==> src/rtl/issue_packet_buffer_if.sv <==
// Enqueue/issue bundle between the CVXIF front end, the packet buffer and the issue stage.
// The slave modport is the buffer's view; the master modport is the surrounding pipeline's view.
interface issue_packet_buffer_if #(
    parameter int DEPTH       = 16,
    parameter int ENQ_WIDTH   = 2,
    parameter int ISSUE_WIDTH = 4,
    parameter int INSTR_WIDTH = 32,
    parameter int REG_W       = 5
);
    localparam int ACC_W = $clog2(ISSUE_WIDTH + 1);
    localparam int CNT_W = $clog2(DEPTH) + 1;

    logic                                     flush_i;
    logic [ENQ_WIDTH-1:0]                     enq_valid_i;
    logic [ENQ_WIDTH-1:0][INSTR_WIDTH-1:0]    enq_instr_i;
    logic [ENQ_WIDTH-1:0][REG_W-1:0]          enq_rs1_i;
    logic [ENQ_WIDTH-1:0][REG_W-1:0]          enq_rs2_i;
    logic [ENQ_WIDTH-1:0][REG_W-1:0]          enq_rd_i;
    logic                                     enq_ready_o;
    logic                                     issue_valid_o;
    logic [ISSUE_WIDTH-1:0]                   issue_mask_o;
    logic [ISSUE_WIDTH-1:0][INSTR_WIDTH-1:0]  issue_instr_o;
    logic [ISSUE_WIDTH-1:0][REG_W-1:0]        issue_rs1_o;
    logic [ISSUE_WIDTH-1:0][REG_W-1:0]        issue_rs2_o;
    logic [ISSUE_WIDTH-1:0][REG_W-1:0]        issue_rd_o;
    logic [ACC_W-1:0]                         issue_accept_i;
    logic                                     hazard_cut_o;
    logic [CNT_W-1:0]                         count_o;
    logic                                     full_o;
    logic                                     empty_o;

    modport slave (
        input  flush_i, enq_valid_i, enq_instr_i, enq_rs1_i, enq_rs2_i, enq_rd_i, issue_accept_i,
        output enq_ready_o, issue_valid_o, issue_mask_o, issue_instr_o, issue_rs1_o, issue_rs2_o,
               issue_rd_o, hazard_cut_o, count_o, full_o, empty_o
    );

    modport master (
        output flush_i, enq_valid_i, enq_instr_i, enq_rs1_i, enq_rs2_i, enq_rd_i, issue_accept_i,
        input  enq_ready_o, issue_valid_o, issue_mask_o, issue_instr_o, issue_rs1_o, issue_rs2_o,
               issue_rd_o, hazard_cut_o, count_o, full_o, empty_o
    );
endinterface

==> src/rtl/issue_packet_buffer.sv <==
// Multi-enqueue instruction buffer presenting an in-order issue packet trimmed at the
// first intra-packet RAW/WAR/WAW hazard; the consumer pops any prefix of the packet.
module issue_packet_buffer #(
    parameter int DEPTH       = 16,
    parameter int ENQ_WIDTH   = 2,
    parameter int ISSUE_WIDTH = 4,
    parameter int INSTR_WIDTH = 32,
    parameter int REG_W       = 5
) (
    input  logic                 clk_i,
    input  logic                 rst_i,
    issue_packet_buffer_if.slave bus
);
    localparam int PTR_W = $clog2(DEPTH);
    localparam int CNT_W = PTR_W + 1;
    localparam int ACC_W = $clog2(ISSUE_WIDTH + 1);
    localparam logic [CNT_W-1:0] ENQ_LIMIT = CNT_W'(DEPTH - ENQ_WIDTH);
    localparam logic [CNT_W-1:0] DEPTH_C   = CNT_W'(DEPTH);
    localparam logic [CNT_W-1:0] ISSUE_C   = CNT_W'(ISSUE_WIDTH);

    logic [INSTR_WIDTH-1:0] instr_q [DEPTH];
    logic [REG_W-1:0]       rs1_q   [DEPTH];
    logic [REG_W-1:0]       rs2_q   [DEPTH];
    logic [REG_W-1:0]       rd_q    [DEPTH];

    logic [PTR_W-1:0] rd_ptr_q, rd_ptr_d, wr_ptr_q, wr_ptr_d;
    logic [CNT_W-1:0] count_q, count_d;

    logic                              enq_ready, enq_fire;
    logic [CNT_W-1:0]                  n_enq;
    logic [ENQ_WIDTH-1:0][PTR_W-1:0]   wr_idx;
    logic [ISSUE_WIDTH-1:0][PTR_W-1:0] rd_idx;
    logic [ISSUE_WIDTH-1:0]            hazard, mask;
    logic [ACC_W-1:0]                  n_avail, n_valid, n_pop;
    logic                              open;

    // Register 0 is hardwired, so it never creates a dependency.
    function automatic logic reg_hit(input logic [REG_W-1:0] a, input logic [REG_W-1:0] b);
        return (a == b) && (a != '0);
    endfunction

    assign enq_ready = (count_q <= ENQ_LIMIT);
    assign enq_fire  = enq_ready && !bus.flush_i && !rst_i;

    // Valid lanes are compacted onto consecutive slots from wr_ptr.
    always_comb begin
        n_enq = '0;
        for (int l = 0; l < ENQ_WIDTH; l++) begin
            wr_idx[l] = wr_ptr_q + n_enq[PTR_W-1:0];
            if (bus.enq_valid_i[l]) n_enq = n_enq + CNT_W'(1);
        end
    end

    always_comb begin
        for (int k = 0; k < ISSUE_WIDTH; k++) rd_idx[k] = rd_ptr_q + PTR_W'(k);
    end

    always_comb begin
        hazard  = '0;
        mask    = '0;
        n_valid = '0;
        open    = 1'b1;
        n_avail = (count_q < ISSUE_C) ? ACC_W'(count_q) : ACC_W'(ISSUE_WIDTH);
        for (int k = 0; k < ISSUE_WIDTH; k++) begin
            for (int j = 0; j < k; j++) begin
                if (reg_hit(rs1_q[rd_idx[k]], rd_q[rd_idx[j]]) ||
                    reg_hit(rs2_q[rd_idx[k]], rd_q[rd_idx[j]]) ||
                    reg_hit(rd_q[rd_idx[k]], rs1_q[rd_idx[j]]) ||
                    reg_hit(rd_q[rd_idx[k]], rs2_q[rd_idx[j]]) ||
                    reg_hit(rd_q[rd_idx[k]], rd_q[rd_idx[j]]))
                    hazard[k] = 1'b1;
            end
            if (open && (ACC_W'(k) < n_avail) && !hazard[k]) begin
                mask[k] = 1'b1;
                n_valid = n_valid + ACC_W'(1);
            end else begin
                open = 1'b0;
            end
        end
    end

    always_comb begin
        for (int k = 0; k < ISSUE_WIDTH; k++) begin
            bus.issue_instr_o[k] = mask[k] ? instr_q[rd_idx[k]] : '0;
            bus.issue_rs1_o[k]   = mask[k] ? rs1_q[rd_idx[k]]   : '0;
            bus.issue_rs2_o[k]   = mask[k] ? rs2_q[rd_idx[k]]   : '0;
            bus.issue_rd_o[k]    = mask[k] ? rd_q[rd_idx[k]]    : '0;
        end
    end

    assign n_pop = (bus.issue_accept_i > n_valid) ? n_valid : bus.issue_accept_i;

    always_comb begin
        rd_ptr_d = rd_ptr_q;
        wr_ptr_d = wr_ptr_q;
        count_d  = count_q;
        if (bus.flush_i) begin
            rd_ptr_d = wr_ptr_q;
            count_d  = '0;
        end else begin
            rd_ptr_d = rd_ptr_q + PTR_W'(n_pop);
            if (enq_fire) wr_ptr_d = wr_ptr_q + n_enq[PTR_W-1:0];
            count_d = count_q + (enq_fire ? n_enq : '0) - CNT_W'(n_pop);
        end
    end

    always_ff @(posedge clk_i) begin
        if (rst_i) begin
            rd_ptr_q <= '0;
            wr_ptr_q <= '0;
            count_q  <= '0;
        end else begin
            rd_ptr_q <= rd_ptr_d;
            wr_ptr_q <= wr_ptr_d;
            count_q  <= count_d;
        end
    end

    always_ff @(posedge clk_i) begin
        if (enq_fire) begin
            for (int l = 0; l < ENQ_WIDTH; l++) begin
                if (bus.enq_valid_i[l]) begin
                    instr_q[wr_idx[l]] <= bus.enq_instr_i[l];
                    rs1_q[wr_idx[l]]   <= bus.enq_rs1_i[l];
                    rs2_q[wr_idx[l]]   <= bus.enq_rs2_i[l];
                    rd_q[wr_idx[l]]    <= bus.enq_rd_i[l];
                end
            end
        end
    end

    assign bus.enq_ready_o   = enq_ready;
    assign bus.issue_mask_o  = mask;
    assign bus.issue_valid_o = mask[0];
    assign bus.hazard_cut_o  = (n_valid < n_avail);
    assign bus.count_o       = count_q;
    assign bus.full_o        = (count_q == DEPTH_C);
    assign bus.empty_o       = (count_q == '0);
endmodule
==> src/flat_wrapper.sv <==
// flat-port wrapper written by rule: the top's interface ports become plain ports
module issue_packet_buffer_flat 
#(
    parameter int DEPTH       = 16,
    parameter int ENQ_WIDTH   = 2,
    parameter int ISSUE_WIDTH = 4,
    parameter int INSTR_WIDTH = 32,
    parameter int REG_W       = 5
)
  (clk_i, rst_i, bus_flush_i, bus_enq_valid_i, bus_enq_instr_i, bus_enq_rs1_i, bus_enq_rs2_i, bus_enq_rd_i, bus_issue_accept_i, bus_enq_ready_o, bus_issue_valid_o, bus_issue_mask_o, bus_issue_instr_o, bus_issue_rs1_o, bus_issue_rs2_o, bus_issue_rd_o, bus_hazard_cut_o, bus_count_o, bus_full_o, bus_empty_o);
  issue_packet_buffer_if #(.DEPTH(DEPTH), .ENQ_WIDTH(ENQ_WIDTH), .ISSUE_WIDTH(ISSUE_WIDTH), .INSTR_WIDTH(INSTR_WIDTH), .REG_W(REG_W)) bus_i ();
  input  logic clk_i;
  input  logic rst_i;
  input wire logic [$bits(bus_i.flush_i)-1:0] bus_flush_i;
  input wire logic [$bits(bus_i.enq_valid_i)-1:0] bus_enq_valid_i;
  input wire logic [$bits(bus_i.enq_instr_i)-1:0] bus_enq_instr_i;
  input wire logic [$bits(bus_i.enq_rs1_i)-1:0] bus_enq_rs1_i;
  input wire logic [$bits(bus_i.enq_rs2_i)-1:0] bus_enq_rs2_i;
  input wire logic [$bits(bus_i.enq_rd_i)-1:0] bus_enq_rd_i;
  input wire logic [$bits(bus_i.issue_accept_i)-1:0] bus_issue_accept_i;
  output wire logic [$bits(bus_i.enq_ready_o)-1:0] bus_enq_ready_o;
  output wire logic [$bits(bus_i.issue_valid_o)-1:0] bus_issue_valid_o;
  output wire logic [$bits(bus_i.issue_mask_o)-1:0] bus_issue_mask_o;
  output wire logic [$bits(bus_i.issue_instr_o)-1:0] bus_issue_instr_o;
  output wire logic [$bits(bus_i.issue_rs1_o)-1:0] bus_issue_rs1_o;
  output wire logic [$bits(bus_i.issue_rs2_o)-1:0] bus_issue_rs2_o;
  output wire logic [$bits(bus_i.issue_rd_o)-1:0] bus_issue_rd_o;
  output wire logic [$bits(bus_i.hazard_cut_o)-1:0] bus_hazard_cut_o;
  output wire logic [$bits(bus_i.count_o)-1:0] bus_count_o;
  output wire logic [$bits(bus_i.full_o)-1:0] bus_full_o;
  output wire logic [$bits(bus_i.empty_o)-1:0] bus_empty_o;
  assign bus_i.flush_i = bus_flush_i;
  assign bus_i.enq_valid_i = bus_enq_valid_i;
  assign bus_i.enq_instr_i = bus_enq_instr_i;
  assign bus_i.enq_rs1_i = bus_enq_rs1_i;
  assign bus_i.enq_rs2_i = bus_enq_rs2_i;
  assign bus_i.enq_rd_i = bus_enq_rd_i;
  assign bus_i.issue_accept_i = bus_issue_accept_i;
  assign bus_enq_ready_o = bus_i.enq_ready_o;
  assign bus_issue_valid_o = bus_i.issue_valid_o;
  assign bus_issue_mask_o = bus_i.issue_mask_o;
  assign bus_issue_instr_o = bus_i.issue_instr_o;
  assign bus_issue_rs1_o = bus_i.issue_rs1_o;
  assign bus_issue_rs2_o = bus_i.issue_rs2_o;
  assign bus_issue_rd_o = bus_i.issue_rd_o;
  assign bus_hazard_cut_o = bus_i.hazard_cut_o;
  assign bus_count_o = bus_i.count_o;
  assign bus_full_o = bus_i.full_o;
  assign bus_empty_o = bus_i.empty_o;
  issue_packet_buffer #(.DEPTH(DEPTH), .ENQ_WIDTH(ENQ_WIDTH), .ISSUE_WIDTH(ISSUE_WIDTH), .INSTR_WIDTH(INSTR_WIDTH), .REG_W(REG_W)) u_core (.clk_i(clk_i), .rst_i(rst_i), .bus(bus_i));
endmodule
==> config.mk <==
export PLATFORM = sky130hd
export DESIGN_NAME = issue_packet_buffer_flat
export DESIGN_NICKNAME = d
export VERILOG_FILES = /design/src/rtl/issue_packet_buffer_if.sv /design/src/rtl/issue_packet_buffer.sv /design/src/flat_wrapper.sv
export SDC_FILE = /design/constraint.sdc
export NUM_CORES = 2
export LEC_CHECK = 0
export CORE_ASPECT_RATIO = 0.6
export CORE_MARGIN = 1
export CORE_UTILIZATION = 45
export DETAILED_ROUTE_END_ITERATION = 7
export PLACE_DENSITY = 0.64
export SYNTH_ARGS = -nofsm -noshare
export SYNTH_HDL_FRONTEND = slang
export SYNTH_SLANG_ARGS = --single-unit
==> constraint.sdc <==
create_clock -name clk_i -period 23.1 [get_ports clk_i]
set_input_delay 2.31 -clock clk_i [delete_from_list [all_inputs] [get_ports clk_i]]
set_output_delay 2.31 -clock clk_i [all_outputs]
set_load 0.02 [all_outputs]
==> impl_metrics.ini <==
[route]
top_layer = met5
drt-initial-drc-count = 7014
wire_per_inst_um = 39.9
routed_wl_um = 223000
viasPerCell = 7.49
drc = 0
wl_met3_um = 31800
first_pass_iters = 5
wl_met1_um = 89800
dr_wl_met2_um = 95100
ant_nets = 0
num_vias = 41900

[yosys]
ys_ff_latch = 765
syn-cell-area_mm2 = 0.0595
async_reset_ff_frac = 0
yosysTopAreaCell = edfxtp_1
yosysSeqAreaShare = 0.384
synthTopCellsByArea = edfxtp_1, mux4_2, mux2_2, clkbuf_1, mux2i_1
ys_types = 89
syn_inst = 3777
syn-num-nets = 3911
synth-edff-count = 752
yosysWarningCount = 0
yosys.area.top_type_share = 0.379
synth_area_per_cell_um2 = 15.8
ys.flop_type = edfxtp_1

[placement]
hpwl_um = 132000
place_congestion = 0.930
port_buffers = 303
dp_slack_ns = 9.96

[timing]
relSlewSlack = 0.164
post-route-period-util = 0.604
final_max_slew_viol_count = 0
tightestPinTransition_ns = 1.22
setup_viol = 0
fmax_mhz = 71.7
fin_skew_ns = 0.0277
final.setup.tns_ns = 0
rsz0062_at_grt = no
hold_violations = 0
fin_crit_ns = 13.94
worst_slack_ns = 9.16

[clocking]
cts_setup_buffers = 0
hold_buffers = 0
cts_resized = 0
cts_tree = built
clk_latency_ns = 0.70
clock_path_buffers = 3
cts_sinks = 765
numCtsBuffers = 81
clk_pin_slew_ns = 0.06
htreeDepth = 3
clockRootBuffer = clkbuf_16

[global_route]
grt_start_max_net_pins = 157
globalRouteOverflowTotal = 0
antenna_found_initial = 15
grt_pass1_wl_um = 314000
first_global_vias = 39400
grt.total_usage = 0.330

[floorplan]
fp.dieH_um = 284
ios = 304
fp.dieW_um = 471
rows = 102
core_mm2 = 0.130
die-area_mm2 = 0.134
start_util = 0.458

[finish]
fin_nets = 3943
drive_gt1_frac = 0.497
final_common_cell = mux4_2
area_growth_pct = 11.7
layout_common_cells = mux4_2, mux2_2, edfxtp_1
nFillCells = 10700

[power_and_ir_drop]
total_power_mw = 7.26
cellPowerDensity_mw_per_mm2 = 109
peakVddDrop_uv = 161
power_leakage_nw = 20.8

[critical_path]
endpoint_kind = primary output
critPathKind = reg2out
cp-start-kind = flip-flop
cp_max_fo = 60
cp.required_ns = 20.79
cp.arrival_ns = 11.63
critical_path.max_stage_delay_ns = 0.91
slowest_stage = buf_4

[min_path]
hold_class = reg2reg

[run]
maxCapViolCount = 0

[status]
status = complete, no violations
## synth_stat cells (11+ instances only)
library cell / n
buf_6: 14
and3_1: 91
mux4_2: 866
xnor2_1: 73
nor4_1: 11
inv_1: 21
buf_2: 53
nor2_1: 49
and2_1: 89
or3_1: 14
nand3_1: 51
nor3_1: 34
mux2_2: 769
ha_1: 28
nand4_1: 22
mux2i_1: 74
nor2b_1: 12
nand2_1: 81
clkbuf_1: 270
o21ai_0: 29
buf_1: 65
edfxtp_1: 752
xor2_1: 73
buf_4: 40
a21oi_1: 22
a22oi_1: 23
dfxtp_1: 13
## state kept, by name, summed over array words and instances, names as in the netlist
name and cells:
u_core.rd_q 80, u_core.rs2_q 80, u_core.rs1_q 80, u_core.rd_ptr_q 4, u_core.wr_ptr_q 4, u_core.bus.count_o 5, u_core.instr_q 512
## per-layer routing
metal	vias up	global-route usage
met5	-	0
met4	8	0.0925
met3	375	0.112
met2	3596	0.457
met1	22000	0.490
li1	15900	-
## per-stage QoR
stage                     area [µm²]  hold WS [ns]  cells  utilization
after floorplan                59500         0.521   3777            -
after global placement         63900         0.595   5442        0.491
after detailed placement       63900         0.599   5442        0.491
after CTS                      66400         0.609   5582        0.511
after global routing           66500         0.642   5586        0.511
final                          66500         0.614   5589        0.511
## power by group
| group | internal (mW) | switching, mW |
|---|---|---|
| logic | 1.86 | 2.45 |
| registers | 1.55 | 0.0435 |
| clock network | 0.743 | 0.605 |
## final cells by class
class,instances,area [µm²],share of cell area
multi-input cells,2541,35000,0.526
flip-flops and latches,765,22900,0.344
repair buffers,394,3770,0.0567
well taps,1716,2150,0.0323
clock buffers,95,2100,0.0316
clock inverters,45,492,0.00740
inverters,26,97.6,0.00147
diodes,7,17.5,0.000264
## worst max-delay path, delay by kind of cell (launching register included)
| family | cells | cell delay [ns] |
|---|---|---|
| compound gates | 9 | 3.00 |
| fa+ha+maj | 4 | 1.37 |
| buf+inv | 6 | 3.93 |
| xor+xnor | 2 | 0.36 |
| flops | 1 | 0.70 |
| simple gates | 8 | 1.45 |
## path summary, 6_finish.rpt
path | from | to | slack (ns) | cells past startpoint
max | u_core.rd_ptr_q[1] | bus_hazard_cut_o | 9.16 | 29
min | u_core.wr_ptr_q[0] | u_core.wr_ptr_q[0] | 0.61 | 2
max reg2reg | u_core.rd_ptr_q[1] | u_core.bus.count_o[4] | 10.55 | 38
min reg2reg | u_core.wr_ptr_q[0] | u_core.wr_ptr_q[0] | 0.61 | 2
## cell families after synthesis
kind of cell | count (synthesis) | synth area share
AOI/OAI and AO/OA | 155 | 0.0194
xor gates and xnor gates | 150 | 0.0228
adders and majority gates | 32 | 0.00723
buffers and inverters | 471 | 0.0352
DFF | 765 | 0.384
muxes | 1710 | 0.486
and+or+nand+nor | 494 | 0.0457
Power figures use the tool's default switching activity.
